--- config.mk ---
export PLATFORM = sky130hd
export DESIGN_NAME = lsu_master
export DESIGN_NICKNAME = d
export VERILOG_FILES = /design/src/rtl/lsu_master.sv
export SDC_FILE = /design/constraint.sdc
export NUM_CORES = 1
export LEC_CHECK = 0
export ABC_AREA = 1
export BUFFER_PORTS_ARGS = -buffer_cell sky130_fd_sc_hd__clkbuf_2
export CORE_AREA = 2 2 163 165
export CTS_BUF_LIST = sky130_fd_sc_hd__clkbuf_4 sky130_fd_sc_hd__clkbuf_8
export CTS_CLUSTER_DIAMETER = 120
export DETAILED_ROUTE_END_ITERATION = 7
export DIE_AREA = 0 0 165 167
export PLACE_DENSITY = 0.51
export SLEW_MARGIN = 5
export SYNTH_ARGS = -nofsm -noshare
export SYNTH_HDL_FRONTEND = slang
export SYNTH_SLANG_ARGS = --single-unit
--- constraint.sdc ---
create_clock -name clk -period 3.8 [get_ports clk]
set_input_delay 0.76 -clock clk [delete_from_list [all_inputs] [get_ports clk]]
set_output_delay 0.76 -clock clk [all_outputs]
set_load 0.02 [all_outputs]
--- src/rtl/lsu_master.sv ---
// Memory-stage load/store initiator: turns lw/lh/lhu/lb/lbu/sw/sh/sb into word-aligned
// req/ack transactions on the data port; sub-word stores use read-modify-write.
module lsu_master #(
    parameter int unsigned ADDR_W = 14
) (
    input  logic              clk,
    input  logic              reset,
    input  logic [31:0]       pc,
    input  logic              op_valid,
    input  logic [2:0]        op_type,
    input  logic [ADDR_W-1:0] op_addr,
    input  logic [31:0]       op_wdata,
    output logic              stall,
    output logic [31:0]       rdata,
    output logic              rdata_valid,
    output logic              align_err,
    output logic              mem_req,
    output logic              mem_we,
    output logic [ADDR_W-1:0] mem_addr,
    output logic [31:0]       mem_wdata,
    output logic [31:0]       mem_pc,
    input  logic              mem_ack,
    input  logic [31:0]       mem_rdata
);

    typedef enum logic [1:0] {IDLE, RD, WR, DONE} state_t;
    typedef enum logic [2:0] {
        OP_LW  = 3'd0,
        OP_LH  = 3'd1,
        OP_LHU = 3'd2,
        OP_LB  = 3'd3,
        OP_LBU = 3'd4,
        OP_SW  = 3'd5,
        OP_SH  = 3'd6,
        OP_SB  = 3'd7
    } op_t;

    state_t      state;
    op_t         op_in;
    op_t         op_q;
    logic [1:0]  off_q;
    logic [31:0] wdata_q;
    logic        misaligned;
    logic        is_load_q;

    assign op_in     = op_t'(op_type);
    assign is_load_q = op_q inside {OP_LW, OP_LH, OP_LHU, OP_LB, OP_LBU};

    always_comb begin
        case (op_in)
            OP_LW, OP_SW:         misaligned = |op_addr[1:0];
            OP_LH, OP_LHU, OP_SH: misaligned = op_addr[0];
            default:              misaligned = 1'b0;
        endcase
    end

    always_comb begin
        stall     = !reset && op_valid && !misaligned && (state != DONE);
        align_err = !reset && op_valid && misaligned && (state == IDLE);
    end

    // Lane select and sign/zero extension of a fetched word.
    function automatic logic [31:0] load_ext(input op_t op, input logic [1:0] off,
                                             input logic [31:0] w);
        logic [7:0]  b;
        logic [15:0] h;
        b = w[{off, 3'b000} +: 8];
        h = off[1] ? w[31:16] : w[15:0];
        case (op)
            OP_LH:   load_ext = {{16{h[15]}}, h};
            OP_LHU:  load_ext = {16'h0000, h};
            OP_LB:   load_ext = {{24{b[7]}}, b};
            OP_LBU:  load_ext = {24'h000000, b};
            default: load_ext = w;
        endcase
    endfunction

    function automatic logic [31:0] merge(input op_t op, input logic [1:0] off,
                                          input logic [31:0] old, input logic [31:0] data);
        logic [31:0] w;
        w = old;
        if (op == OP_SB) begin
            w[{off, 3'b000} +: 8] = data[7:0];
        end else if (off[1]) begin
            w[31:16] = data[15:0];
        end else begin
            w[15:0] = data[15:0];
        end
        return w;
    endfunction

    always_ff @(posedge clk) begin
        if (reset) begin
            state       <= IDLE;
            mem_req     <= 1'b0;
            mem_we      <= 1'b0;
            mem_addr    <= '0;
            mem_wdata   <= '0;
            mem_pc      <= '0;
            rdata       <= '0;
            rdata_valid <= 1'b0;
            op_q        <= OP_LW;
            off_q       <= '0;
            wdata_q     <= '0;
        end else begin
            rdata_valid <= 1'b0;
            case (state)
                IDLE: begin
                    if (op_valid && !misaligned) begin
                        op_q     <= op_in;
                        off_q    <= op_addr[1:0];
                        wdata_q  <= op_wdata;
                        mem_pc   <= pc;
                        mem_addr <= {op_addr[ADDR_W-1:2], 2'b00};
                        mem_req  <= 1'b1;
                        if (op_in == OP_SW) begin
                            mem_we    <= 1'b1;
                            mem_wdata <= op_wdata;
                            state     <= WR;
                        end else begin
                            mem_we <= 1'b0;
                            state  <= RD;
                        end
                    end
                end
                RD: begin
                    if (mem_ack) begin
                        if (is_load_q) begin
                            rdata       <= load_ext(op_q, off_q, mem_rdata);
                            rdata_valid <= 1'b1;
                            mem_req     <= 1'b0;
                            state       <= DONE;
                        end else begin
                            // RMW: request stays up, turning straight into the write.
                            mem_we    <= 1'b1;
                            mem_wdata <= merge(op_q, off_q, mem_rdata, wdata_q);
                            state     <= WR;
                        end
                    end
                end
                WR: begin
                    if (mem_ack) begin
                        mem_req <= 1'b0;
                        mem_we  <= 1'b0;
                        state   <= DONE;
                    end
                end
                DONE:    state <= IDLE;
                default: state <= IDLE;
            endcase
        end
    end

endmodule

Yosys cells after proc, flatten, opt, wreduce, memory -nomap -nowiden
Cells that the tools add are included.
W data, S select, Z words.
{"block": "classes", "mux": 29, "shifts": 3, "bitwise": 2, "n_eq_ne": 19, "addsub": 1, "n_reduce_logical": 24}
{"cell": "$mux W32", "n": 5}
{"cell": "$pmux W32 S4", "n": 1}
{"cell": "$pmux W32 S2", "n": 1}
{"cell": "$mux W16", "n": 3}
{"cell": "$bwmux W32", "n": 1}
{"cell": "$shift A8 B7 Y32 const A", "n": 1}
{"cell": "$shiftx A32 B6 Y8", "n": 1}
{"cell": "$shiftx A8 B7 Y32", "n": 1}
{"cell": "$reduce_and A5 Y1", "n": 3}
{"cell": "$eq A3 B3 Y1 const B", "n": 4}
{"cell": "$mux W1", "n": 10}
{"cell": "$ne A2 B2 Y1 const B", "n": 5}
{"cell": "$eq A3 B2 Y1 const B", "n": 3}
{"cell": "$mux W2", "n": 4}
{"cell": "$pmux W2 S4", "n": 1}
{"cell": "$neg A5 Y7", "n": 1}
{"cell": "$eq A3 B1 Y1 const B", "n": 2}
{"cell": "$logic_and A1 B1 Y1", "n": 6}
{"cell": "$logic_not A3 Y1", "n": 2}
{"cell": "$pmux W1 S3", "n": 2}
{"cell": "$reduce_and A3 Y1", "n": 2}
{"cell": "$reduce_or A3 Y1", "n": 2}
{"cell": "$reduce_bool A5 Y1", "n": 1}
{"cell": "$eq A2 B2 Y1 const B", "n": 2}
{"cell": "other kinds (10)", "n": 14}
{"block": "word_totals", "ff_bits": 134, "elab_cells": 89}

Depth between registers and ports, before layout
Gate-level depths: netlist (run 1).
{"block": "logic_depth", "ltp_word": 7, "mapped_depth": 15, "mapped_depth_nobuf": 12}

Worst setup path before layout (run 1)
OpenSTA, ideal clock, no wires.
{"block": "synth_path", "path_kind": "input to output", "from": "in reset", "to": "out stall", "slack_ns": 1.340, "arrival_ns": 1.700, "path_stages": 4, "cell_sequence": "inv_1 -> clkbuf_1 -> nand2_1 -> nor3_1"}
{"block": "synth_between", "elab_chain_len": 4}
{"item": "start: declaration", "line_no": "7", "text": "input logic reset,"}
{"item": "$logic_not A1 Y1", "line_no": "58", "text": "stall = !reset && op_valid && !misaligned && (state != DONE);"}
{"item": "$logic_and A1 B1 Y1 (3 in series)", "line_no": "58"}
{"item": "end: declaration", "line_no": "13", "text": "output logic stall,"}
Every way passes these cells.

Worst setup path in the final report (run 1)
{"block": "layout_path", "from": "reg state[1]", "to": "reg mem_wdata[27]"}
{"block": "layout_between", "elab_chain_len": 3, "word_cells_on_any_way": 9, "cone_classes": "eq/ne (5); mux (1); reduce/logical (3)"}
{"item": "start: declaration", "line_no": "38", "text": "state_t state;"}
{"item": "start signal: assignment", "line_no": "94", "text": "state <= IDLE;"}
{"item": "start signal: assignment", "line_no": "119", "text": "state <= WR;"}
{"item": "start signal: assignment", "line_no": "122", "text": "state <= RD;"}
{"item": "$eq A2 B1 Y1 / $logic_not A2 Y1 (equally long branches)", "line_no": "107", "text": "case (state)"}
{"item": "$ne A2 B2 Y1 (no line), or another cell as far along"}
{"item": "$reduce_and A5 Y1 (no line)"}
{"item": "end signal: assignment", "line_no": "118", "text": "mem_wdata <= op_wdata;"}
{"item": "end signal: assignment", "line_no": "136", "text": "mem_wdata <= merge(op_q, off_q, mem_rdata, wdata_q);"}
{"item": "end: declaration", "line_no": "20", "text": "output logic [31:0] mem_wdata,"}
Parallel ways exist; a longest one is shown, timed or not.
A chain may end at the register's enable or synchronous reset.

==> metrics.md, run 1 <==
| Metric | Value |
|---|---|
| Drt pass-1 iters | 5 |
| Crit share post-route | 74.6% |
| Arr. time, crit path | 3.18 ns |
| Wire per inst | ~16 um |
| Async set or reset register ratio after synthesis | 0% |
| Slew at the pin closest to its max-slew limit | 0.886 ns |
| GRT overflow | 0 |
| Slew margin rel. | 40.9% |
| DRC Markers | 0 |
| CTS Buf Count | 17 |
| # IOs | 232 |
| Largest net degree at the start of global routing | 89 |
| Met1 usage | between 20% and 30% |
| Gp weighted congestion | approximately 0.84 |
| Share of cells above drive strength 1 | 20.9% |
| Placed cell area | approximately 0.0087 mm^2 |
| EDFF count, synth | 0 |
| Synth warn | 0 |
| Antenna violations before repair | 2 |
| Worst R2R Start | state[1] |
| Die W | 165 um |
| Skew-Pair Late Insertion Delay | 0.46 ns |
| DRC marker count from the first detailed-route iteration | 472 |
| Syn Inst Count | roughly 1200 |
| PostCTS Resize Cnt | 0 |
| Leak Pwr | 4.31 nW |
| Hold Crit Class | flop to flop |
| IR drop worst, VDD | 300 uV |
| Mapped Area | approximately 0.0074 mm^2 |
| Nets@finish | 1493 |
| Power density over the cells | between 700 and 800 mW/mm^2 |
| Clock skew | between 0.015 and 0.02 ns |
| Top FF cell, synth | dfxtp_1 |
| Finish-stage setup viols | 0 |
| Grt met2 use | 33.0% |
| Critical path class | flop to flop |
| # fillers | 2928 |
| FP Rows | a little under 60 |
| Status | complete, no violations |
| Clk buf depth | 2 |
| CTS tree | done |
| Fin util | between 30% and 40% |
| Highest clock rate | between 300 and 400 MHz |
| Max-Cap Viols | 0 |
| Die height | ~170 um |
| Grt met3 use | 5.63% |
| Final HPWL DP | 19.9 mm |
| Area growth, synth to finish | 23.5% |
| Cts hold-fix bufs | 0 |
| Crit path from | state[1] |
| Setup Buffers After CTS | 0 |
| I/O Buffers | 229 |
| Placed cells | 1682 |
| Crit end category | flop |
| Crit start category | flop |
| Core ar. | 0.0258 mm^2 |
| Sequential area share after synthesis | between 30 and 40% |
| Global-route wire length before repair | 42.1 mm |
| Slew Limit Fails | 0 |
| Post-Route WL | 27.0 mm |
| Commonest non-fill, non-tap cell in the layout | nand2_1 |
| Cell area after layout | 0.00908 mm^2 |
| Initial Util | 28.5% |
| Min Tclk post-route | roughly 2.8 ns |
| Clock Tree Root | clkbuf_8 |
| Die area | 0.0276 mm^2 |
| Clock transition at path regs | 0.08 ns |
| DRT antenna net count | 0 |
| Commonest non-fill, non-tap cells in the layout | nand2_1 (277), clkbuf_2 (229), nor2_1 (213) |
| H-tree levels | 4 |
| Vias in the first global route | 7693 |
| Synth Register Bits | between 100 and 150 |
| Via count | 8111 |
| WP data required | approximately 4.2 ns |
| Clock Sinks | 134 |
| Crit path max fanout | 37 |
| Unique masters post-synth | 29 |
| Final hold violation count | 0 |
| Busiest grt layer | met2 |
| Avg Synthesized Cell Area | 6.20 um^2 |
| Via density | 4.73 |
| Setup_tns | 0 ns |
| Final std cells w/o fill | 1714 |
| GRT Total Usage | 19.5% |
| Hold Startpoint | mem_pc[15] |
| Unrepaired setup endpoints after global routing | no |
[synthesized netlist by cell type, drive strengths merged, types with 2 or more instances]
cell	instances	share of area [%]
nand2	279	14
nand4	5	0.43
clkbuf	35	1.8
o21ai	150	10
a21oi	109	7.4
nand3	66	4.6
dfxtp	134	36
o211ai	2	0.20
buf	47	3.7
nor2	215	11
inv	100	5.1
ha	10	1.7
a31oi	26	2.2
[through the flow]
step                      power (W)  setup slack [ns]  hold slack (ns)
after detailed placement    0.00525             0.933            0.458
after CTS                   0.00656             0.933            0.471
final                       0.00649             0.966            0.466
after global routing        0.00702             0.637            0.483
after floorplan             0.00430              1.34            0.472
after global placement      0.00525             0.977            0.451
[kinds of logic (layout without fill, tap and decap cells)]
logic type,Yosys count,in the layout,share of synthesized area [%]
buffers and inverters,182,373,10.6
other,1,3,0.0510
DFF,134,134,36.5
and+or+nand+nor,568,568,30.8
AOI/OAI and AO/OA,291,291,20.4
adders and majority gates,10,10,1.70
[metal layers]
metal	vias up	wire, um	part of all wire (%)
met5	-	11	0.041
met4	2	460	1.7
met3	26	1850	6.8
met2	255	13300	49
met1	3650	11400	42
li1	4178	-	-
[path summary, 6_finish.rpt]
path                   end  slack, ns  cells past startpoint
max          mem_wdata[27]       0.97                      8
min reg2reg     mem_pc[15]       0.47                      2
min             mem_pc[15]       0.47                      2
max reg2reg  mem_wdata[27]       0.97                      8
[sequential cells by signal (all words and copies together), names as in the netlist]
signal and count:
mem_addr 12, mem_pc 32, mem_req 1, mem_wdata 32, mem_we 1, off_q 2, op_q 3, rdata 32
rdata_valid 1, state 2, wdata_q 16
[power by group]
group	internal (W)	switching, W	total, W	leakage, nW
logic	0.000979	0.00219	0.00317	3.01
registers	0.00178	0.000244	0.00203	1.10
clock network	0.000653	0.000641	0.00129	0.199
[cell type report]
type | count | area, um^2 | area share (%)
diodes | 1 | 2.50 | 0.0275
well taps | 335 | 419 | 4.61
multi-input cells | 871 | 3910 | 43.1
inverters | 100 | 375 | 4.13
clock inverters | 14 | 175 | 1.93
repair buffers | 242 | 1280 | 14.1
clock buffers | 17 | 234 | 2.58
flip-flops and latches | 134 | 2680 | 29.5
[worst max-delay path, cell delays in order (launching register included)]
cell and delay [ns]:
dfxtp_1 0.35, inv_1 0.09, ha_2 0.66, o21ai_0 0.28, nor3b_4 0.78, buf_4 0.34, nand3_1 0.09, nand2_1 0.08
nor2_1 0.05
(Power assumes the default switching activity.)
==> inputs of run 2 (changes only) <==
==> constraint.sdc (replaced) <==
create_clock -name clk -period 2.8 [get_ports clk]
set_input_delay 0.56 -clock clk [delete_from_list [all_inputs] [get_ports clk]]
set_output_delay 0.56 -clock clk [all_outputs]
set_load 0.02 [all_outputs]
==> metrics.md, run 2 (same netlist as run 1, synthesis figures left out) <==
| Metric | Value |
|---|---|
| Clk buf depth | 2 (unchanged) |
| Buf/Inv on CP | 2 (unchanged) |
| Clock Sinks | 134 (unchanged) |
| CTS Buf Count | 17 (unchanged) |
| Internal | 0.00459 W (+34%) |
| Clock Tree Root | clkbuf_8 |
| Antenna violations before repair | 4 (+2) |
| Min Tclk post-route | 2.24 ns |
| Largest stage delay, worst path | 0.36 ns (-0.42 ns) |
| PostCTS Resize Cnt | 0 (unchanged) |
| Max-Cap Viols | 0 (unchanged) |
| H-tree levels | 4 (unchanged) |
| Finish-stage setup viols | 0 (unchanged) |
| Worst hold margin | 0.313 ns (-0.153 ns) |
| Leak Pwr | 4.33 nW (+0.57%) |
| Cts hold-fix bufs | 0 (unchanged) |
| Die height | 167 um (unchanged) |
| Post-Route WL | 27.0 mm (about the same) |
| DRC Markers | 0 (unchanged) |
| I/O Buffers | 229 (unchanged) |
| Pwr Total | 0.00877 W (+35%) |
| # IOs | 232 (unchanged) |
| Crit end category | primary output |
| Setup Buffers After CTS | 0 (unchanged) |
| Hold Startpoint | op_addr[13] |
| Die W | 165 um (unchanged) |
| Fin util | 35.5% (+0.20 points) |
| Gate power share | 48.9% (about the same) |
| Drt pass-1 iters | 6 (+1) |
| Initial Util | 28.5% (unchanged) |
| Slew margin rel. | 56.4% (+15 points) |
| Share of cells above drive strength 1 | 21.2% (+0.34 points) |
| Largest regs | mem_pc (32), mem_wdata (32), rdata (32) |
| GRT Total Usage | 19.4% (-0.16 points) |
| Largest net degree at the start of global routing | 89 (unchanged) |
| Vias in the first global route | 7596 (-1.3%) |
| IR drop worst, VDD | 329 uV (+10%) |
| Via density | 4.72 (-0.32%) |
| Commonest non-fill, non-tap cell in the layout | nand2_1 |
| Gp weighted congestion | 0.872 (+4.0%) |
| Crit start category | flop |
| Critical path class | flop to primary output |
| Clock power frac | 19.8% (about the same) |
| Crit path from | state[1] |
| Area growth, synth to finish | 24.2% |
| Crit path max fanout | 7 (-81%) |
| Crit share post-route | 80.0% |
| Clock skew | 0.0138 ns (-0.00276 ns) |
| Unrepaired setup endpoints after global routing | no |
| Critical path cell sequence | inv_1 -> ha_1 -> nand2_1 -> nor2_1 -> clkbuf_2 |
| DRT antenna net count | 0 (unchanged) |
| FP Rows | 59 (unchanged) |
| Hold Crit Class | primary input to flop |
| GRT overflow | 0 (unchanged) |
| Nets@finish | 1498 (+0.33%) |
| Part of the power in registers | 31.3% (about the same) |
| Worst R2R Start | off_q[1] |
| Critical Path Slowest Stage Cell | dfxtp_1 |
| Commonest non-fill, non-tap cells in the layout | nand2_1 (277), clkbuf_2 (229), nor2_1 (213) |
| Worst setup margin | 0.560 ns (-0.406 ns) |
| Via count | 8118 (+0.086%) |
| Final HPWL DP | 19.9 mm (+0.27%) |
| Psw | 0.00418 W (+36%) |
| Status | complete, no violations |
| Place WS | 0.552 ns (-0.381 ns) |
| Power density over the cells | 960 mW/mm^2 (+34%) |
| Global-route wire length before repair | 41.4 mm (-1.6%) |
| Core ar. | 0.0258 mm^2 (unchanged) |
| Die area | 0.0276 mm^2 (unchanged) |
| Final hold violation count | 0 (unchanged) |
| Slew at the pin closest to its max-slew limit | 0.654 ns (-0.231 ns) |
| Arr. time, crit path | 1.68 ns (-1.50 ns) |
| Slew Limit Fails | 0 (unchanged) |
| Switch share | 47.6% (+0.26 points) |
| Highest clock rate | roughly 450 MHz |
| Clock transition at path regs | 0.09 ns (about the same) |
| Setup_tns | 0 ns (unchanged) |
| CTS tree | done |
| Critical path's top delay family | flip-flops |
| DRC marker count from the first detailed-route iteration | 535 (+13%) |
| Skew-Pair Late Insertion Delay | 0.46 ns (about the same) |
| WP data required | 2.24 ns (-1.91 ns) |
| Wire per inst | 15.7 um (-0.51%) |
## run 2: cell count changes in the layout (fill, tap and decap cells not counted), sizes merged
cell | previous run | this run
diode | 1 | 2
clkinv | 4 | 2
buf | 13 | 18
inv | 104 | 107
clkbuf | 246 | 247
bufinv | 3 | 2
## run 2: layout make-up
class	instances	area, um^2
timing repair buffer	247	1330
sequential	134	2680
clock buffer	18	248
inverter	100	375
fill	2936	16600
antenna	2	5.00
tap	335	419
clock inverter	14	161
multi-input combinational	871	3910
## run 2: power groups by stage
stage               sequential [W]  clock (W)  combinational (W)
finish                     0.00274    0.00174            0.00429
global route               0.00282    0.00188            0.00479
CTS                        0.00275    0.00180            0.00435
detailed placement         0.00279          0            0.00434
global placement           0.00278          0            0.00432
floorplan                  0.00324          0            0.00261
## run 2: worst reg2reg max path, cell delays in order, from the launching register on
cell	delay, ns
dfxtp_2	0.36
buf_12	0.30
ha_1	0.41
nand2_1	0.27
nor2_1	0.18
nor2_1	0.06
nor2_1	0.19
nor2_1	0.06
nand3_1	0.07
nand2_1	0.05
nor2_1	0.09
## run 2: final timing paths
kind	to	slack (ns)	cells past startpoint
max	align_err	0.56	5
min	mem_addr[13]	0.31	3
max reg2reg	mem_wdata[25]	0.70	10
min reg2reg	mem_pc[24]	0.47	2
## run 2: per-stage QoR
stage / instance area, um^2 / std cells
after floorplan: 7360 / 1187
after global placement: 8720 / 1687
after detailed placement: 8720 / 1687
after CTS: 9130 / 1719
after global routing: 9130 / 1719
final: 9140 / 1721
## run 2: layer usage
layer	track usage, %	wire [um]	up-vias
met5	0	13	-
met4	5.97	586	2
met3	5.80	1850	33
met2	32.9	13200	245
met1	23.3	11400	3653
li1	-	-	4185
==> inputs of run 3 (changes only) <==
==> constraint.sdc (replaced) <==
create_clock -name clk -period 2.2 [get_ports clk]
set_input_delay 0.44 -clock clk [delete_from_list [all_inputs] [get_ports clk]]
set_output_delay 0.44 -clock clk [all_outputs]
set_load 0.02 [all_outputs]
==> metrics.md, run 3 (same netlist as run 1, synthesis figures left out) <==
| Metric | Value |
|---|---|
| Clk buf depth | 2 (unchanged) |
| Nets@finish | 1507 (+0.60%) |
| Cts hold-fix bufs | 0 (unchanged) |
| Post-Route WL | 26.7 mm (-1.2%) |
| Die W | 165 um (unchanged) |
| Cell area after layout | 0.00923 mm^2 (+1.0%) |
| Highest clock rate | 490 MHz |
| Clock transition at path regs | 0.09 ns (about the same) |
| Leak Pwr | 4.38 nW (+1.2%) |
| Arr. time, crit path | 1.60 ns (-0.08 ns) |
| # fillers | 2909 (-0.92%) |
| Largest regs | mem_pc (32), mem_wdata (32), rdata (32) |
| GRT Total Usage | 19.2% (-0.19 points) |
| Share of cells above drive strength 1 | 21.8% (+0.58 points) |
| Worst hold margin | 0.209 ns (-0.104 ns) |
| R2R cell count | 11 (+1) |
| R2R Setup Slk | 0.25 ns (-0.45 ns) |
| Largest net degree at the start of global routing | 89 (unchanged) |
| Hold Startpoint | pc[9] |
| Final hold violation count | 0 (unchanged) |
| Global-route wire length before repair | 41.0 mm (-0.83%) |
| Initial Util | 28.5% (unchanged) |
| Commonest non-fill, non-tap cells in the layout | nand2_1 (277), clkbuf_2 (229), nor2_1 (213) |
| Die height | 167 um (unchanged) |
| H-tree levels | 4 (unchanged) |
| Max-Cap Viols | 0 (unchanged) |
| FF+latch area | 0.00268 mm^2 (unchanged) |
| Antenna violations before repair | 3 (-1) |
| Clock skew | 0.0120 ns (-0.00176 ns) |
| Multi-input gate area | 0.00392 mm^2 (about the same) |
| # IOs | 232 (unchanged) |
| Via count | 8154 (+0.44%) |
| CTS tree | done |
| Final std cells w/o fill | 1730 (+0.52%) |
| DRC marker count from the first detailed-route iteration | 488 (-8.8%) |
| Unrepaired setup endpoints after global routing | no |
| Wire per inst | 15.4 um (-1.7%) |
| Hold EP | mem_pc[9] |
| Drt pass-1 iters | 5 (-1) |
| Placed cell area | 0.00887 mm^2 (+1.6%) |
| Crit share post-route | 92.8% |
| Clock Tree Root | clkbuf_8 |
| Hold path depth | 3 (unchanged) |
| Slew margin rel. | 65.5% (+9.1 points) |
| Slew Limit Fails | 0 (unchanged) |
| I/O Buffers | 229 (unchanged) |
| Area growth, synth to finish | 25.5% |
| Power density over the cells | 1200 mW/mm^2 (+25%) |
| Final HPWL DP | 19.5 mm (-2.0%) |
| Status | complete, no violations |
| Slew at the pin closest to its max-slew limit | 0.514 ns (-0.141 ns) |
| Setup_tns | 0 ns (unchanged) |
| DRT antenna net count | 0 (unchanged) |
| Core ar. | 0.0258 mm^2 (unchanged) |
| Min Tclk post-route | 2.04 ns |
| Skew-Pair Late Insertion Delay | 0.45 ns (about the same) |
| Commonest non-fill, non-tap cell in the layout | nand2_1 |
| Die area | 0.0276 mm^2 (unchanged) |
| Gp weighted congestion | 0.841 (-3.6%) |
| IR drop worst, VDD | 485 uV (+47%) |
| DRC Markers | 0 (unchanged) |
| GRT overflow | 0 (unchanged) |
| Crit path max fanout | 7 (unchanged) |
| Placed cells | 1696 (+0.53%) |
| FP Rows | 59 (unchanged) |
| Fin util | 35.8% (+0.35 points) |
| Clock Sinks | 134 (unchanged) |
| Crit start category | flop |
| Via density | 4.71 (about the same) |
| CTS Buf Count | 17 (unchanged) |
| Setup Buffers After CTS | 0 (unchanged) |
| Vias in the first global route | 7394 (-2.7%) |
| Finish-stage setup viols | 0 (unchanged) |
| WP data required | 1.76 ns (-0.48 ns) |
| Crit end category | primary output |
| Hold Crit Class | primary input to flop |
| RR Endpoint | mem_wdata[27] |
| Critical path class | flop to primary output |
| Worst R2R Start | off_q[1] |
## run 3: worst max-delay path: stages (launching register included)
cell	delay, ns
dfxtp_1	0.35
inv_1	0.10
ha_2	0.27
nand2_1	0.07
nor2_1	0.16
clkbuf_2	0.21
## run 3: power breakdown
group | internal, W | switching [W]
logic | 0.00185 | 0.00380
registers | 0.00308 | 0.000396
clock network | 0.000864 | 0.00108
## run 3: layout make-up
type / instances / share of cell area (%)
diodes: 2 / 0.0542
clock buffers: 21 / 3.00
clock inverters: 11 / 0.854
inverters: 100 / 4.07
multi-input cells: 871 / 42.4
flip-flops and latches: 134 / 29.1
well taps: 335 / 4.54
repair buffers: 256 / 16.0
## run 3: worst max-delay path by stage
stage	startpoint	end	slack, ns	cells past startpoint
after floorplan	off_q[1]	mem_wdata[31]	0.19	15
after detailed placement	op_addr[1]	off_q[0]	0.18	8
after global placement	op_addr[1]	off_q[0]	0.15	8
after CTS	state[0]	align_err	0.03	5
final	state[0]	align_err	0.16	5
after global routing	state[0]	align_err	0.006	5
## run 3: stage by stage
| stage | total power [W] | setup WS (ns) |
|---|---|---|
| 4_1_cts | 0.0112 | 0.0334 |
| 5_1_grt | 0.0120 | 0.00625 |
| 6_report | 0.0111 | 0.158 |
| 3_5_place_dp | 0.00923 | 0.181 |
| 2_1_floorplan | 0.00743 | 0.190 |
| 3_3_place_gp | 0.00922 | 0.149 |
## run 3: what timing repair did
action / CTS / global route
setup endpoints to repair: 0 / 1
endpoints found under the hold margin: 0 / 0
resized for setup: 0 / 1
## run 3: routing by layer
layer	routed length, um	global-route usage, %	vias to the layer above
li1	-	-	4201
met1	11200	23.7	3684
met2	13200	32.7	239
met3	1780	4.86	28
met4	499	5.67	2
met5	13	0	-
